File: src/rtl/muldiv_pkg.sv
// Shared types and constants for the multi-cycle mul/div sequencer.
// FSM state encoding, op codes, iteration count and ALU control codes.
package muldiv_pkg;

    typedef enum logic [1:0] {
        S_IDLE,
        S_RUN,
        S_DONE
    } muldiv_state_t;

    localparam logic OP_MUL = 1'b0;
    localparam logic OP_DIV = 1'b1;
    localparam int   ITERS  = 32;

    localparam logic [1:0] ALU_ADD = 2'b00;
    localparam logic [1:0] ALU_SUB = 2'b01;

endpackage

File: src/rtl/alu_muldiv_seq_alu.sv
// 32-bit ALU: add, sub, and, or.
// Flags are {N, Z, C, V}; C is carry-out, i.e. "no borrow" on subtract.
module alu (
    input  logic [31:0] A,
    input  logic [31:0] B,
    input  logic [1:0]  ALUControl,
    output logic [31:0] Result,
    output logic [3:0]  ALUFlags
);

    logic [31:0] b_op;
    logic [32:0] sum;
    logic        arith;
    logic        n_f;
    logic        z_f;
    logic        c_f;
    logic        v_f;

    // Adder shared by add and sub (sub = A + ~B + 1), then result select and flags
    always_comb begin
        arith  = ~ALUControl[1];
        b_op   = ALUControl[0] ? ~B : B;
        sum    = {1'b0, A} + {1'b0, b_op} + {32'd0, ALUControl[0]};
        Result = sum[31:0];
        case (ALUControl)
            2'b10:   Result = A & B;
            2'b11:   Result = A | B;
            default: Result = sum[31:0];
        endcase
        n_f      = Result[31];
        z_f      = (Result == 32'd0);
        c_f      = arith & sum[32];
        v_f      = arith & ~(A[31] ^ B[31] ^ ALUControl[0])
                         & (A[31] ^ sum[31]);
        ALUFlags = {n_f, z_f, c_f, v_f};
    end

endmodule

File: src/rtl/alu_muldiv_seq.sv
// Multi-cycle unsigned multiply / restoring divide sequencer.
// One iteration per clock through a single shared add/sub ALU.
module alu_muldiv_seq
    import muldiv_pkg::*;
#(
    parameter logic [31:0] DIV0_Q = 32'hFFFFFFFF
) (
    input  logic        clk,
    input  logic        reset,
    input  logic        start,
    input  logic        op,
    input  logic [31:0] A,
    input  logic [31:0] B,
    output logic        busy,
    output logic        done,
    output logic [31:0] result_hi,
    output logic [31:0] result_lo,
    output logic        div_by_zero
);

    localparam logic [4:0] LAST = 5'(ITERS - 1);

    muldiv_state_t state;
    logic [4:0]    cnt;
    logic          op_q;
    logic [31:0]   acc;
    logic [31:0]   shr;
    logic [31:0]   opnd;

    logic [31:0] alu_a;
    logic [1:0]  alu_ctl;
    logic [31:0] alu_res;
    logic [3:0]  alu_flags;
    logic        unused_flags;
    logic        carry;
    logic [31:0] t;
    logic [32:0] s;
    logic [31:0] acc_nxt;
    logic [31:0] shr_nxt;

    // acc holds hi (MUL) or remainder (DIV); shr holds lo or quotient;
    // opnd holds multiplicand or divisor
    alu u_alu (
        .A          (alu_a),
        .B          (opnd),
        .ALUControl (alu_ctl),
        .Result     (alu_res),
        .ALUFlags   (alu_flags)
    );

    // One shift-add or restoring-divide step computed from the current registers
    always_comb begin
        t            = {acc[30:0], shr[31]};
        alu_a        = (op_q == OP_DIV) ? t : acc;
        alu_ctl      = (op_q == OP_DIV) ? ALU_SUB : ALU_ADD;
        carry        = alu_flags[1];
        unused_flags = ^{alu_flags[3:2], alu_flags[0]};
        s            = shr[0] ? {carry, alu_res} : {1'b0, acc};
        if (op_q == OP_DIV) begin
            if (acc[31] | carry) begin
                acc_nxt = alu_res;
                shr_nxt = {shr[30:0], 1'b1};
            end else begin
                acc_nxt = t;
                shr_nxt = {shr[30:0], 1'b0};
            end
        end else begin
            acc_nxt = s[32:1];
            shr_nxt = {s[0], shr[31:1]};
        end
    end

    // Sequencer FSM, iteration counter, working registers and result latch
    always_ff @(posedge clk or posedge reset) begin
        if (reset) begin
            state       <= S_IDLE;
            cnt         <= '0;
            op_q        <= OP_MUL;
            acc         <= '0;
            shr         <= '0;
            opnd        <= '0;
            result_hi   <= '0;
            result_lo   <= '0;
            div_by_zero <= 1'b0;
        end else begin
            case (state)
                S_IDLE: begin
                    if (start) begin
                        op_q <= op;
                        cnt  <= '0;
                        acc  <= '0;
                        shr  <= (op == OP_DIV) ? A : B;
                        opnd <= (op == OP_DIV) ? B : A;
                        if (op == OP_DIV && B == 32'd0) begin
                            result_hi   <= A;
                            result_lo   <= DIV0_Q;
                            div_by_zero <= 1'b1;
                            state       <= S_DONE;
                        end else begin
                            state <= S_RUN;
                        end
                    end
                end
                S_RUN: begin
                    acc <= acc_nxt;
                    shr <= shr_nxt;
                    cnt <= cnt + 5'd1;
                    if (cnt == LAST) begin
                        result_hi   <= acc_nxt;
                        result_lo   <= shr_nxt;
                        div_by_zero <= 1'b0;
                        state       <= S_DONE;
                    end
                end
                S_DONE:  state <= S_IDLE;
                default: state <= S_IDLE;
            endcase
        end
    end

    // Status decode straight from the state register
    always_comb begin
        busy = (state != S_IDLE);
        done = (state == S_DONE);
    end

endmodule

File: config.mk
export PLATFORM = sky130hd
export DESIGN_NAME = alu_muldiv_seq
export DESIGN_NICKNAME = d
export VERILOG_FILES = /design/src/rtl/muldiv_pkg.sv /design/src/rtl/alu_muldiv_seq_alu.sv /design/src/rtl/alu_muldiv_seq.sv
export SDC_FILE = /design/constraint.sdc
export NUM_CORES = 1
export LEC_CHECK = 0
export CAP_MARGIN = 15
export CORE_ASPECT_RATIO = 1.2
export CORE_MARGIN = 3
export CORE_UTILIZATION = 50
export CTS_CLUSTER_SIZE = 12
export DETAILED_ROUTE_END_ITERATION = 6
export HOLD_SLACK_MARGIN = 0.08
export PLACE_DENSITY = 0.84
export REMOVE_ABC_BUFFERS = 1
export SLEW_MARGIN = 5
export SYNTH_ARGS = -nofsm -noshare
export SYNTH_HDL_FRONTEND = slang
export SYNTH_SLANG_ARGS = --single-unit
File: constraint.sdc
create_clock -name clk -period 5.9 [get_ports clk]
set_input_delay 1.18 -clock clk [delete_from_list [all_inputs] [get_ports clk]]
set_output_delay 1.18 -clock clk [all_outputs]
set_load 0.01 [all_outputs]
=== Yosys cells after proc, flatten, opt, wreduce, memory -nomap -nowiden ===
Cells that the tools add are included.

* Register bits after elaboration: 169
* Output and inout port bits: 67

* $add $sub $neg: 3
* Eq/ne operators: 8
* Mux-type cells: 33
* Bitwise logic cells: 6
* Reduce and logical (&&, ||, !) cells: 9

{| class="wikitable"
|+ Operator list
! operator !! count
|-
| 32-bit two-way mux || 15
|-
| 32-bit case mux with 2 select lines || 5
|-
| 32-bit by 32-bit adder with 33-bit output || 1
|-
| 33-bit by 1-bit adder with 33-bit output || 1
|-
| 33-bit two-way mux || 1
|-
| 32-bit AND || 1
|-
| 32-bit logical NOT || 1
|-
| 32-bit inverter || 1
|-
| 32-bit OR || 1
|-
| 5-bit case mux with 2 select lines || 1
|-
| 2-bit two-way mux || 3
|-
| 2-bit != test (second input constant) || 3
|-
| 2-bit AND reduction || 3
|-
| 5-bit by 1-bit adder with 5-bit output (second input constant) || 1
|-
| 5-bit == test (second input constant) || 1
|-
| 1-bit two-way mux || 5
|-
| 5-bit two-way mux || 1
|-
| 1-bit by 2-bit == test with 1-bit output (second input constant) || 2
|-
| 2-bit case mux with 2 select lines || 1
|-
| 4-bit AND reduction || 1
|-
| 2-bit nonzero test || 2
|-
| 2-bit by 1-bit == test with 1-bit output (second input constant) || 1
|-
| 2-bit == test (second input constant) || 1
|-
| 2-bit logical NOT || 1
|-
| 5 further kinds || 5
|}

=== Depth between registers and ports, before layout ===
* Word-level depth: 10
* Depth in mapped cells: 19
* Gate-level depth less buffers: 12

=== Hierarchy ===
A second synthesis with hierarchy kept.

* Cell total of the unflattened synthesis: 1418
* Area, all modules: 12431.9 um^2

{| class="wikitable"
|+ By module, submodules not included
! module !! times used !! cells each !! area an instance (um^2)
|-
| alu_muldiv_seq || 1 || 963 || 9360.2
|-
| alu || 1 || 455 || 3071.7
|}

=== Worst setup path after synthesis ===
OpenSTA, ideal clock, no wires.

* Kind: register to register
* Start point: register op_q
* End point: register result_hi[14]
* Library setup time: 0.141 ns
* Arrival time: 4.091 ns
* Setup slack: 1.669 ns
* Cell stages (with the launch flop): 16
* Path buffers: 5
* Clock period less this slack: 4.231 ns
* Cells stage by stage: dfrtp_1 -> clkbuf_1 -> clkbuf_1 -> clkbuf_1 -> buf_1 -> xor2_1 -> ha_1 -> nand2_2 -> or3_1 -> a211o_1 -> a31o_1 -> o21ai_2 -> buf_6 -> mux2_1 -> o221ai_1 -> a31oi_1

* Cells in the longest elaborated chain, start to end: 10
* Elaborated cells on any way between the ends: 17
* Classes of those cells: 2 x add/sub; 2 x eq/ne; 9 x mux; 4 x bitwise

{| class="wikitable"
|+ RTL lines
! item !! line !! source
|-
| from (decl) || alu_muldiv_seq.sv:25 || <nowiki>logic op_q;</nowiki>
|-
| from (signal assigned) || alu_muldiv_seq.sv:89 || <nowiki>op_q <= op;</nowiki>
|-
| 1-bit two-way mux || alu_muldiv_seq.sv:55 || <nowiki>alu_ctl = (op_q == OP_DIV) ? ALU_SUB : ALU_ADD;</nowiki>
|-
| 32-bit two-way mux || alu_muldiv_seq_alu.sv:22 || <nowiki>b_op = ALUControl[0] ? ~B : B;</nowiki>
|-
| 32-bit by 32-bit adder with 33-bit output || alu_muldiv_seq_alu.sv:23 || <nowiki>sum = {1'b0, A} + {1'b0, b_op} + {32'd0, ALUControl[0]};</nowiki>
|-
| 33-bit by 1-bit adder with 33-bit output || alu_muldiv_seq_alu.sv:23 ||
|-
| 1-bit AND || alu_muldiv_seq_alu.sv:32 || <nowiki>c_f = arith & sum[32];</nowiki>
|-
| 1-bit OR || alu_muldiv_seq.sv:60 || <nowiki>if (acc[31] | carry) begin</nowiki>
|-
| 32-bit two-way mux || alu_muldiv_seq.sv:60 ||
|-
| 32-bit two-way mux (*) || alu_muldiv_seq.sv:59 || <nowiki>if (op_q == OP_DIV) begin</nowiki>
|-
| 32-bit two-way mux (*) || alu_muldiv_seq.sv:108 || <nowiki>if (cnt == LAST) begin</nowiki>
|-
| 32-bit case mux with 2 select lines (*) || alu_muldiv_seq.sv:86 || <nowiki>case (state)</nowiki>
|-
| to (signal assigned) || alu_muldiv_seq.sv:109 || <nowiki>result_hi <= acc_nxt;</nowiki>
|-
| to (decl) || alu_muldiv_seq.sv:16 || <nowiki>output logic [31:0] result_hi,</nowiki>
|}

Mark *: on every way between the ends. The rest lies on a longest branch, timed or not. The select of a mux whose other input is x is not followed.
A chain may end at the register's enable or synchronous reset.

=== Worst setup path after layout ===
* Start point: register op_q
* End point: register result_hi[12]

The elaborated chain is that of the path after synthesis.

==> impl_metrics.tcl <==
set metrics [dict create \
    max_freq_mhz 228 \
    syn_avg_cell_area_um2 8.55 \
    endpoint "result_hi[12]" \
    holdBufCountCts 0 \
    setup_viol 0 \
    grt_overflow_total 0 \
    antenna_found_initial 0 \
    dieWidth_um 142 \
    dieArea_um2 24000 \
    drt-total-wl_um 33600 \
    cp_num_cells 12 \
    clock-sinks 169 \
    wl_per_cell_um 20.2 \
    ys_types 64 \
    fillers 1848 \
    placed_cells 1629 \
    ctsResizeCount 0 \
    synthArstFlopShare_pct 100 \
    slew_violations 0 \
    ys_seq_area_share_pct 38.2 \
    syn_inst 1296 \
    startpoint_type "flop" \
    core_um2 21700 \
    clkTransAtPathRegs_ns 0.08 \
    yosysWarnings 0 \
    cts-root-buf "clkbuf_16" \
    start_util_pct 51.0 \
    fin_nets 1477 \
    portBuffers 134 \
    ys_ff_latch 169 \
    syn_area_um2 11100 \
    grt_usage_pct 27.6 \
    synthFlopType "dfrtp_1" \
    period_share_pct 74.2 \
    criticalPathCategory "flop to flop" \
    vias_per_cell 6.26 \
    cp_cell_sequence "buf_12 > mux2_2 > ha_1 > a211oi_1 > o211ai_1 > a21oi_1 > a31o_1 > o21a_1 > buf_4 > nand2_1 > a311o_1 > a31oi_1" \
    rows 59 \
    path_max_fanout 40 \
    clk_latency_ns 0.45 \
    place_congestion 0.960 \
    critPathTopFamily "compound AO/OA/AOI/OAI gates" \
    cts_buffer_depth 2 \
    regToRegSetupSlack_ns 1.52 \
    grt_max_degree 101 \
    r2r_cells 12 \
    numCtsBuffers 17 \
    fp.dieH_um 169 \
    crit_path_start "op_q" \
    worstPathRequired_ns 6.26 \
    layout_commonest_cell "nand2_1" \
    cts_tree "yes" \
    timing_hold_violations_final 0 \
    slowest_stage "dfrtp_4" \
    htreeDepth 4 \
    fin_skew_ns 0.0113 \
    post_cts_buffers 0 \
    cp-end-kind "flop" \
    cp.arrival_ns 4.74 \
    slowest_delay_ns 0.68 \
    vias 10406 \
    antennaDiodeCount 0 \
    slew_headroom_pct 32.1 \
    drtIter0Drc 1047 \
    status "finished with violations" \
    hp-class "flop to flop" \
    ios 135 \
    ff_latch_area_um2 4230 \
    setup_tns_ns 0 \
    drv_cap 0 \
    final_layout_size_suffix_gt1_share_pct 6.92 \
    drc_errors 2 \
    critPathBufInv 2 \
    grt_pass1_wl_um 53100 \
    layout_common_cells "nand2_1, dfrtp_1, clkdlybuf4s50_1" \
    setup_ws_ns 1.52 \
    stdcell_count 1662 \
    first_global_vias 10029 \
    area_delta_synth_final_pct 19.6 \
    worstReg2RegStart "op_q" \
    rsz0062_at_grt "false" \
    ant_nets 0 \
    synth-edff-count 0 \
    worst_pin_slew_ns 1.02 \
    finalCriticalPeriod_ns 4.38 \
    reg2reg_to "result_hi[12]" \
    dp_slack_ns 1.54 \
    dr.pass1.iters 7 \
    multi_input_area_um2 6460 \
    violations "design-rule violations" \
    dp_hpwl_um 23300 \
]
==> worst min-delay path by stage <==
stage | start | cells after the start | end
after CTS | result_lo[9] | 2 | result_lo[9]
after global placement | result_lo[13] | 2 | result_lo[13]
final | result_lo[25] | 2 | result_lo[25]
after detailed placement | result_lo[25] | 2 | result_lo[25]
after floorplan | cnt[2] | 1 | cnt[2]
after global routing | result_hi[3] | 2 | result_hi[3]
==> cell type report <==
type                            instances  area share [%]
Inverter                               14           0.435
Clock buffer                           17            3.21
Multi-Input combinational cell       1021            48.8
Timing Repair Buffer                  152            11.5
Tap cell                              274            2.59
Clock inverter                         15            1.55
Sequential cell                       169            32.0
==> state kept, by name, indices dropped and copies added, names as in the netlist <==
name and flops:
div_by_zero 1, acc 32, result_lo 32, cnt 5, state 2, shr 32, opnd 32, op_q 1
result_hi 32
==> tightest hold or removal path: cells and delay by family, from the launching register on <==
kind            cells  cell delay, ns
compound gates      1            0.06
flops               1            0.35
simple gates        1            0.05
==> per-layer routing <==
layer  vias up  part of all wire [%]  global-route usage, %
met5         -                     0                      0
li1       4802                     -                      -
met1      5084                    43                   38.0
met2       439                    47                   43.7
met4         0                   3.6                   10.3
met3        81                   6.8                   4.94
==> synthesized netlist by cell type, types with 8 or more instances <==
master / number / area share (%)
o21ai_1: 18 / 0.81
xnor2_1: 18 / 1.4
nand2b_1: 9 / 0.51
mux2_2: 32 / 3.3
clkbuf_1: 66 / 2.2
ha_1: 33 / 3.7
nor3_1: 10 / 0.45
o21ai_0: 127 / 5.7
and2_1: 33 / 1.9
nand2_1: 233 / 7.9
a21o_1: 23 / 1.6
nor2_1: 49 / 1.7
nor2b_1: 17 / 0.96
inv_1: 13 / 0.44
xor2_1: 43 / 3.4
nor4_1: 8 / 0.45
and3_1: 15 / 0.85
a31oi_1: 17 / 0.96
dfrtp_1: 169 / 38
a211oi_1: 51 / 3.5
nand3_1: 13 / 0.59
buf_1: 19 / 0.64
o211ai_1: 9 / 0.61
a21oi_1: 109 / 4.9
mux2i_1: 75 / 6.8
==> cell families after synthesis <==
group                    after synthesis  synth area share (%)
AO/OA/AOI/OAI                        412                  22.7
multiplexers                         108                  10.1
AND/OR/NAND/NOR                      406                  16.4
adder cells (fa/ha/maj)               34                  3.91
flip-flops                           169                  38.2
buffers and inverters                106                  3.83
XOR/XNOR                              61                  4.82
==> metrics by stage <==
stage | hold WS, ns | util (%) | cell area, um^2
2_1_floorplan | 0.465 | - | 10700
3_3_place_gp | 0.467 | 58.0 | 12600
3_5_place_dp | 0.470 | 58.0 | 12600
4_1_cts | 0.487 | 60.9 | 13200
5_1_grt | 0.515 | 61.0 | 13200
6_report | 0.484 | 61.0 | 13200
Power is left out: the tool's default activity adds up to more than one toggle a clock period on the data nets, which glitch-free logic cannot reach.
